File: config.mk
export PLATFORM = sky130hd
export DESIGN_NAME = four_to_one_rr_mux_flat
export DESIGN_NICKNAME = d
export VERILOG_FILES = /design/src/rtl/four_to_one_rr_mux_pkg.sv /design/src/rtl/four_to_one_rr_mux_if.sv /design/src/rtl/four_to_one_rr_mux_rr_arb4.sv /design/src/rtl/four_to_one_rr_mux.sv /design/src/flat_wrapper.sv
export SDC_FILE = /design/constraint.sdc
export NUM_CORES = 1
export LEC_CHECK = 0
export ABC_AREA = 0
export CAP_MARGIN = 20
export CORE_ASPECT_RATIO = 1.2
export CORE_MARGIN = 2
export CORE_UTILIZATION = 50
export CTS_CLUSTER_SIZE = 10
export DETAILED_ROUTE_END_ITERATION = 8
export DONT_BUFFER_PORTS = 1
export HOLD_SLACK_MARGIN = 0.03
export SLEW_MARGIN = 20
export SYNTH_ARGS = -nofsm -noshare
export SYNTH_HDL_FRONTEND = slang
export SYNTH_SLANG_ARGS = --single-unit
export TNS_END_PERCENT = 5
File: constraint.sdc
create_clock -name clk -period 2.65 [get_ports clk]
set_input_delay 0.795 -clock clk [delete_from_list [all_inputs] [get_ports clk]]
set_output_delay 0.795 -clock clk [all_outputs]
set_load 0.005 [all_outputs]
File: src/rtl/four_to_one_rr_mux_pkg.sv
// rtl/four_to_one_rr_mux_pkg.sv - shared types and constants for the four-to-one merge
// Holds the channel-index encoding (same as the demux select), the state
// encoding of the one-entry output stage, and the default INACTIVE value.
package four_to_one_rr_mux_pkg;

    typedef logic [1:0] ch_idx_t;

    localparam ch_idx_t CH0 = 2'b00;
    localparam ch_idx_t CH1 = 2'b01;
    localparam ch_idx_t CH2 = 2'b10;
    localparam ch_idx_t CH3 = 2'b11;

    typedef enum logic {
        EMPTY = 1'b0,
        FULL  = 1'b1
    } state_t;

    localparam int INACTIVE_DEF = 0;

endpackage

File: src/rtl/four_to_one_rr_mux_if.sv
// rtl/four_to_one_rr_mux_if.sv - four valid/ready inputs merged onto one tagged output
// Ports:
//   in_valid[3:0]       per-channel request, bit i = channel i
//   in_data[4*DATA_W]   channel i payload in [i*DATA_W +: DATA_W]
//   in_ready[3:0]       one-hot or zero acceptance
//   out_valid/out_data/out_sel  registered output word and its source channel
//   out_ready           sink acceptance
// slave modport is the merge block, master modport is the producer/sink side.
interface four_to_one_rr_mux_if #(
    parameter int unsigned DATA_W = 8
);
    logic [3:0]          in_valid;
    logic [4*DATA_W-1:0] in_data;
    logic [3:0]          in_ready;
    logic                out_valid;
    logic [DATA_W-1:0]   out_data;
    logic [1:0]          out_sel;
    logic                out_ready;

    modport slave (
        input  in_valid,
        input  in_data,
        output in_ready,
        output out_valid,
        output out_data,
        output out_sel,
        input  out_ready
    );

    modport master (
        output in_valid,
        output in_data,
        input  in_ready,
        input  out_valid,
        input  out_data,
        input  out_sel,
        output out_ready
    );
endinterface

File: src/rtl/four_to_one_rr_mux_rr_arb4.sv
// rtl/four_to_one_rr_mux_rr_arb4.sv - combinational 4-way picker (round-robin or fixed priority)
// Ports:
//   req[3:0]        requests
//   last[1:0]       previously granted channel (round-robin start point)
//   gnt_onehot[3:0] one-hot grant, zero when no request
//   gnt_idx[1:0]    granted channel index (CH0 when no request)
//   any             at least one request present
// Macro FOUR_TO_ONE_FIXED_PRI_EN selects fixed priority (channel 0 highest);
// last is then ignored.
module rr_arb4
    import four_to_one_rr_mux_pkg::*;
(
    input  logic [3:0] req,
    input  ch_idx_t    last,
    output logic [3:0] gnt_onehot,
    output ch_idx_t    gnt_idx,
    output logic       any
);

    ch_idx_t idx;

`ifdef FOUR_TO_ONE_FIXED_PRI_EN
    logic unused_last;
    assign unused_last = ^last;

    // Scan lowest priority first so the highest-priority hit is written last.
    always_comb begin
        idx     = CH0;
        gnt_idx = CH0;
        for (int k = 3; k >= 0; k--) begin
            idx = ch_idx_t'(k);
            if (req[idx]) begin
                gnt_idx = idx;
            end
        end
    end
`else
    // Candidates are last+1 .. last+4 (mod 4); scanning from +4 down to +1
    // leaves the nearest requester after last as the final winner.
    always_comb begin
        idx     = CH0;
        gnt_idx = CH0;
        for (int k = 4; k >= 1; k--) begin
            idx = last + ch_idx_t'(k);
            if (req[idx]) begin
                gnt_idx = idx;
            end
        end
    end
`endif

    assign any        = |req;
    assign gnt_onehot = any ? (4'b0001 << gnt_idx) : 4'b0000;

endmodule

File: src/rtl/four_to_one_rr_mux.sv
// rtl/four_to_one_rr_mux.sv - round-robin merge of four valid/ready channels into one registered output
// Ports:
//   clk    rising-edge clock
//   rst_n  asynchronous active-low reset
//   bus    four_to_one_rr_mux_if.slave (in_valid/in_data/in_ready, out_valid/out_data/out_sel/out_ready)
// Macro FOUR_TO_ONE_FIXED_PRI_EN: fixed priority (channel 0 highest), no last_grant register.
module four_to_one_rr_mux
    import four_to_one_rr_mux_pkg::*;
#(
    parameter int unsigned       DATA_W   = 8,
    parameter logic [DATA_W-1:0] INACTIVE = DATA_W'(INACTIVE_DEF)
) (
    input logic                  clk,
    input logic                  rst_n,
    four_to_one_rr_mux_if.slave  bus
);

    state_t            state_q, state_d;
    logic [DATA_W-1:0] data_q, data_d;
    ch_idx_t           sel_q, sel_d;
    ch_idx_t           arb_last;

    logic [3:0]        gnt_onehot;
    ch_idx_t           gnt_idx;
    logic              any;
    logic              open;
    logic              accept;
    logic [DATA_W-1:0] gnt_word;

`ifndef FOUR_TO_ONE_FIXED_PRI_EN
    ch_idx_t           last_q, last_d;
    assign arb_last = last_q;
`else
    assign arb_last = CH3;
`endif

    rr_arb4 u_arb (
        .req        (bus.in_valid),
        .last       (arb_last),
        .gnt_onehot (gnt_onehot),
        .gnt_idx    (gnt_idx),
        .any        (any)
    );

    always_comb begin
        gnt_word = bus.in_data[0 +: DATA_W];
        case (gnt_idx)
            CH1:     gnt_word = bus.in_data[DATA_W   +: DATA_W];
            CH2:     gnt_word = bus.in_data[2*DATA_W +: DATA_W];
            CH3:     gnt_word = bus.in_data[3*DATA_W +: DATA_W];
            default: gnt_word = bus.in_data[0 +: DATA_W];
        endcase
    end

    // The slot can take a new word when empty, or when the held word leaves
    // at this same edge; that overlap is what gives one word per cycle.
    always_comb begin
        state_d = state_q;
        data_d  = data_q;
        sel_d   = sel_q;
`ifndef FOUR_TO_ONE_FIXED_PRI_EN
        last_d  = last_q;
`endif
        open    = (state_q == EMPTY) || (bus.out_ready && (state_q == FULL));
        accept  = open && any;

        if (accept) begin
            state_d = FULL;
            data_d  = gnt_word;
            sel_d   = gnt_idx;
`ifndef FOUR_TO_ONE_FIXED_PRI_EN
            last_d  = gnt_idx;
`endif
        end else if ((state_q == FULL) && bus.out_ready) begin
            state_d = EMPTY;
            data_d  = INACTIVE;
            sel_d   = CH0;
        end
    end

    always_ff @(posedge clk or negedge rst_n) begin
        if (!rst_n) begin
            state_q <= EMPTY;
            data_q  <= INACTIVE;
            sel_q   <= CH0;
`ifndef FOUR_TO_ONE_FIXED_PRI_EN
            last_q  <= CH3;
`endif
        end else begin
            state_q <= state_d;
            data_q  <= data_d;
            sel_q   <= sel_d;
`ifndef FOUR_TO_ONE_FIXED_PRI_EN
            last_q  <= last_d;
`endif
        end
    end

    assign bus.in_ready  = accept ? gnt_onehot : 4'b0000;
    assign bus.out_valid = (state_q == FULL);
    assign bus.out_data  = data_q;
    assign bus.out_sel   = sel_q;

endmodule

File: src/flat_wrapper.sv
// flat-port wrapper written by rule: the top's interface ports become plain ports
module four_to_one_rr_mux_flat import four_to_one_rr_mux_pkg::*;
#(
    parameter int unsigned       DATA_W   = 8,
    parameter logic [DATA_W-1:0] INACTIVE = DATA_W'(INACTIVE_DEF)
)
  (clk, rst_n, bus_in_valid, bus_in_data, bus_in_ready, bus_out_valid, bus_out_data, bus_out_sel, bus_out_ready);
  four_to_one_rr_mux_if #(.DATA_W(DATA_W)) bus_i ();
  input logic clk;
  input logic rst_n;
  input wire logic [$bits(bus_i.in_valid)-1:0] bus_in_valid;
  input wire logic [$bits(bus_i.in_data)-1:0] bus_in_data;
  output wire logic [$bits(bus_i.in_ready)-1:0] bus_in_ready;
  output wire logic [$bits(bus_i.out_valid)-1:0] bus_out_valid;
  output wire logic [$bits(bus_i.out_data)-1:0] bus_out_data;
  output wire logic [$bits(bus_i.out_sel)-1:0] bus_out_sel;
  input wire logic [$bits(bus_i.out_ready)-1:0] bus_out_ready;
  assign bus_i.in_valid = bus_in_valid;
  assign bus_i.in_data = bus_in_data;
  assign bus_in_ready = bus_i.in_ready;
  assign bus_out_valid = bus_i.out_valid;
  assign bus_out_data = bus_i.out_data;
  assign bus_out_sel = bus_i.out_sel;
  assign bus_i.out_ready = bus_out_ready;
  four_to_one_rr_mux #(.DATA_W(DATA_W), .INACTIVE(INACTIVE)) u_core (.clk(clk), .rst_n(rst_n), .bus(bus_i));
endmodule
# Yosys cells after proc, flatten, opt, wreduce, memory -nomap -nowiden
# Cells that the tools add are included.
[totals]
out_inout_bits = 15
word_cells = 42
ff_bits = 13
input_bits = 39
[classes]
n_reduce_logical = 5
n_lt_le_gt_ge = 4
bitwise = 1
shift = 1
n_addsub = 3
eq_ne = 3
muxes = 21
[ops]
columns = ["cell", "count"]
rows = [
  ["one-hot mux 8 bit (3 select lines)", 1],
  ["2-to-1 mux 8 bit", 2],
  ["< comparator 2 x 3 -> 1 bit (second input constant)", 4],
  ["2-to-1 mux 2 bit", 6],
  ["binary-select mux 1 bit (select 2 bit)", 4],
  ["2-to-1 mux 4 bit", 2],
  ["2-to-1 mux 1 bit", 6],
  ["adder 2 bit (second input constant)", 2],
  ["equality test 2 bit (second input constant)", 2],
  ["OR reduction 4 bit", 1],
  ["<< shifter 1 x 2 -> 4 bit (first input constant)", 1],
  ["adder 2 x 1 -> 2 bit (second input constant)", 1],
  ["equality test 2 x 1 -> 1 bit (second input constant)", 1],
  ["logical AND 1 bit", 2],
  ["nonzero test 2 bit", 1],
  ["logical OR 1 bit", 1],
  ["inverter 1 bit", 1],
]

# Depth between registers and ports, before layout
[logic_depth]
word_depth = 9
depth_mapped = 6

# Hierarchy
# Synthesis repeated with hierarchy kept, for this count alone.
[hier_totals]
cells_unflattened = 84
area_unflattened_um2 = 1002.2
[modules_own_cells]
columns = ["module", "area_per_inst_um2", "seq_area_each_um2", "cells_per_inst", "n_inst"]
rows = [
  ["four_to_one_rr_mux", 758.2, 327.8, 50, 1],
  ["rr_arb4", 244.0, 0.0, 34, 1],
]

# Worst setup path before layout
# Ideal clock, no wire load.
[synth_path]
kind = "input port to output port"
from = "input bus_in_valid[1]"
to = "output bus_in_ready[2]"
arrival_ns = 1.651
setup_slack_ns = 0.204
path_stages = 5
path_cell_list = "nor4_1 a21oi_1 nand2_1 buf_4 nor2_1"
[synth_between]
elab_chain_len = 9
word_cells_on_any_way = 17
[synth_lines]
columns = ["item", "line", "rtl"]
rows = [
  ["start: declaration", "flat_wrapper.sv:11", "input wire logic [$bits(bus_i.in_valid)-1:0] bus_in_valid;"],
  ["binary-select mux 1 bit (select 2 bit)", "four_to_one_rr_mux_rr_arb4.sv:45", "if (req[idx]) begin"],
  ["2-to-1 mux 1 bit (not written as such)", "four_to_one_rr_mux_rr_arb4.sv:45", ""],
  ["2-to-1 mux 2 bit (4 in a row)", "four_to_one_rr_mux_rr_arb4.sv:45", ""],
  ["<< shifter 1 x 2 -> 4 bit", "four_to_one_rr_mux_rr_arb4.sv:53", "assign gnt_onehot = any ? (4'b0001 << gnt_idx) : 4'b0000;"],
  ["2-to-1 mux 4 bit", "four_to_one_rr_mux_rr_arb4.sv:53", ""],
  ["2-to-1 mux 4 bit (*)", "four_to_one_rr_mux.sv:99", "assign bus.in_ready = accept ? gnt_onehot : 4'b0000;"],
  ["end: declaration", "flat_wrapper.sv:13", "output wire logic [$bits(bus_i.in_ready)-1:0] bus_in_ready;"],
]
# Mark *: on every way between the ends. The rest lies on a longest branch, timed or not. The select of a mux whose other input is x is not followed.

# Final worst setup path
[layout_path]
from = "register u_core.last_q[0] (netlist: u_core.arb_last[0])"
to = "output bus_in_ready[2]"
[layout_between]
elab_chain_len = 9
word_cells_on_any_way = 18
[layout_lines]
columns = ["item", "line", "rtl"]
rows = [
  ["start: declaration", "four_to_one_rr_mux.sv:31", "ch_idx_t last_q, last_d;"],
  ["start signal: assignment", "four_to_one_rr_mux.sv:94", "last_q <= last_d;"],
  ["adder 2 bit / binary-select mux 1 bit (select 2 bit) (equally long branches)", "four_to_one_rr_mux_rr_arb4.sv:44, four_to_one_rr_mux_rr_arb4.sv:45", ""],
  ["binary-select mux 1 bit (select 2 bit) / 2-to-1 mux 1 bit (equally long branches)", "four_to_one_rr_mux_rr_arb4.sv:45", ""],
  ["2-to-1 mux 1 bit (not written as such) / 2-to-1 mux 2 bit (equally long branches)", "four_to_one_rr_mux_rr_arb4.sv:45", ""],
  ["2-to-1 mux 2 bit (2 in a row)", "four_to_one_rr_mux_rr_arb4.sv:45", ""],
  ["2-to-1 mux 2 bit (*)", "four_to_one_rr_mux_rr_arb4.sv:45", ""],
  ["<< shifter 1 x 2 -> 4 bit (*)", "four_to_one_rr_mux_rr_arb4.sv:53", ""],
  ["2-to-1 mux 4 bit (*)", "four_to_one_rr_mux_rr_arb4.sv:53", ""],
  ["2-to-1 mux 4 bit (*)", "four_to_one_rr_mux.sv:99", ""],
]
# Marks and branches as above.

==> impl_metrics.tcl <==
set metrics [dict create \
    htreeDepth 1 \
    setup_viol 0 \
    hold_buffers 0 \
    synth_edf_count 0 \
    yosysUniqueCellTypes 18 \
    end_kind "output pin" \
    ys_warn_count 0 \
    p_int_mw 0.409 \
    rows 15 \
    start_kind "flip-flop" \
    gp_congestion 0.643 \
    synth_top_area_cell "dfrtp_1" \
    worst_ep_arrival_time_ns 1.69 \
    wl_per_cell_um 16.3 \
    finClkSkew_ns 0.00244 \
    grt_max_degree 14 \
    pre_cts_slack_ns 0.191 \
    fin_area_um2 862 \
    whs_ns 0.208 \
    min_period_ns 2.48 \
    fp.dieH_um 47.5 \
    areaGrowthSynthToFinish_pct 9.37 \
    die-width_um 40.2 \
    slew_headroom_pct 73.8 \
    core_um2 1460 \
    avgSynthCellArea_um2 9.73 \
    yosys-top-cells-count "16 x mux2i_1, 14 x nand2_1, 11 x dfrtp_1" \
    tightest_slew_ns 0.390 \
    comb_power_share_pct 32.6 \
    fmax_ghz 0.403 \
    grt_pass1_wl_mm 2.39 \
    detail_route.vias_per_cell 6.18 \
    min_period_over_period_pct 93.7 \
    p_sw_share_pct 33.1 \
    dieArea_um2 1910 \
    final_hold_viol_count 0 \
    yosysMostFrequentCell "mux2i_1" \
    power_leakage_nw 0.411 \
    fin_nets 128 \
    ys.flop_type "dfrtp_1" \
    post-route-util_pct 58.9 \
    drive_above_1_share_pct 14.8 \
    finalSetupTns_ns 0 \
    io_pins 54 \
    clockRootBuffer "clkbuf_4" \
    antennaDiodeCount 0 \
    finalMaxSlewViolations 0 \
    drt_iter0_markers 11 \
    first_pass_iters 2 \
    critPathMaxFanout 6 \
    finalWorstSetupSlack_ns 0.166 \
    worst_skew_pair.late_latency_ns 0.27 \
    gr-total-overflow 0 \
    powerDensity_nw_per_um2 709 \
    outcome "finished clean" \
    dpl-instance-area_um2 836 \
    r2r_end "u_core.bus.out_data[7]" \
    yosys.area.top_type_share_pct 34.9 \
    reg2reg_slack_ns 0.74 \
    synth_area_leaders "dfrtp_1 35%, mux2i_1 20%, o221ai_1 8.9%" \
    seqPwrFrac_pct 48.1 \
    dp_hpwl_mm 1.38 \
    hp-class "in2async" \
    ctsResizeCount 0 \
    port_buffers 0 \
    gr-usage-all-layers_pct 19.1 \
    synth_nets 120 \
    wl_mm 1.72 \
    vdd_drop_max_mv 0.334 \
    reg2reg_from "u_core.arb_last[0]" \
    switching_power_mw 0.202 \
    critical_path_required_ns 1.86 \
    ys_seq_area_share_pct 41.6 \
    cts_tree "done" \
    initial_utilization_pct 53.8 \
    postCtsSetupRepairBufs 0 \
    clk_pin_slew_ns 0.07 \
    grt_pass1_vias 556 \
    rsz0062_at_grt "false" \
    synth_seq_cells 13 \
    antenna_found_initial 0 \
    crit_type "reg2out" \
    ctsLongestPathBuffers 2 \
    cts_buffers 3 \
    final_antenna_net_count 0 \
    num_vias 649 \
    maxCapViolCount 0 \
    ff2ff_path_depth 6 \
    netlist_instances 81 \
    route.detailed.drc 0 \
    clock_sinks 13 \
    synthArstFlopShare_pct 100 \
    clock_power_share_pct 19.3 \
    synth_area_um2 788 \
]
[worst max-delay path by stage]
stage / start / endpoint / slack (ns) / cells after the start
after floorplan: bus_in_valid[1] / bus_in_ready[2] / 0.20 / 5
after global placement: bus_in_valid[1] / bus_in_ready[1] / 0.24 / 4
after detailed placement: bus_in_valid[3] / bus_in_ready[2] / 0.19 / 5
after CTS: u_core.arb_last[0] / bus_in_ready[2] / 0.15 / 5
after global routing: u_core.arb_last[0] / bus_in_ready[0] / 0.03 / 5
final: u_core.arb_last[0] / bus_in_ready[2] / 0.17 / 5
[power groups by stage]
stage | Clock [mW] | Sequential [mW] | Combinational (mW)
floorplan | 0 | 0.286 | 0.165
global placement | 0 | 0.297 | 0.196
detailed placement | 0 | 0.297 | 0.203
CTS | 0.122 | 0.295 | 0.202
global route | 0.137 | 0.300 | 0.219
finish | 0.118 | 0.294 | 0.199
[metal layers]
layer | up-vias | share of wire, % | wire (um) | global-route usage [%]
li1 | 309 | - | - | -
met1 | 304 | 40 | 690 | 23.7
met2 | 32 | 50 | 854 | 29.7
met3 | 4 | 8.3 | 142 | 6.05
met4 | 0 | 1.7 | 29 | 10.0
met5 | - | 0 | 0 | 0
[per-stage QoR]
stage,power (mW),std cells
after floorplan,0.451,81
after global placement,0.493,101
after detailed placement,0.500,101
after CTS,0.619,105
after global routing,0.656,105
final,0.611,105
[cell families after synthesis]
| kind of cell | after synthesis | share of synthesized area (%) |
|---|---|---|
| AO/OA/AOI/OAI | 19 | 18.4 |
| multiplexers | 16 | 20.3 |
| flip-flops | 13 | 41.6 |
| AND/OR/NAND/NOR | 24 | 13.0 |
| buffers and inverters | 9 | 6.67 |
[placed cells by master, fill, tap and decap left out]
| cell type | instances |
|---|---|
| o22ai_1 | 2 |
| nand2b_1 | 4 |
| a21oi_1 | 4 |
| o22a_1 | 1 |
| a211oi_1 | 1 |
| mux2i_1 | 16 |
| buf_4 | 7 |
| o221ai_1 | 8 |
| clkbuf_1 | 1 |
| dfstp_2 | 2 |
| nor2_1 | 5 |
| nor4_1 | 1 |
| nand2_1 | 14 |
| dfrtp_1 | 11 |
| a211oi_4 | 1 |
| inv_1 | 5 |
| clkbuf_4 | 3 |
| o21ai_0 | 1 |
| a22o_1 | 1 |
[worst max-delay path, stage by stage, from the launching register on]
cell      delay [ns]
dfstp_2         0.56
nand2b_1        0.13
a21oi_1         0.10
a211oi_4        0.35
inv_1           0.12
nor2_1          0.16
[flip-flops by register name, indices dropped and copies added, names as in the netlist]
| signal | cells |
|---|---|
| u_core.bus.out_data | 8 |
| u_core.arb_last | 2 |
| u_core.bus.out_sel | 2 |
| u_core.bus.out_valid | 1 |
[cell type report]
class,count,area [um2]
inverters,5,18.8
repair buffers,7,52.6
multi-input cells,59,415
flip-flops and latches,13,328
well taps,17,21.3
clock buffers,4,26.3
fillers,140,602
Note: power is estimated with default switching activity, not from simulation.
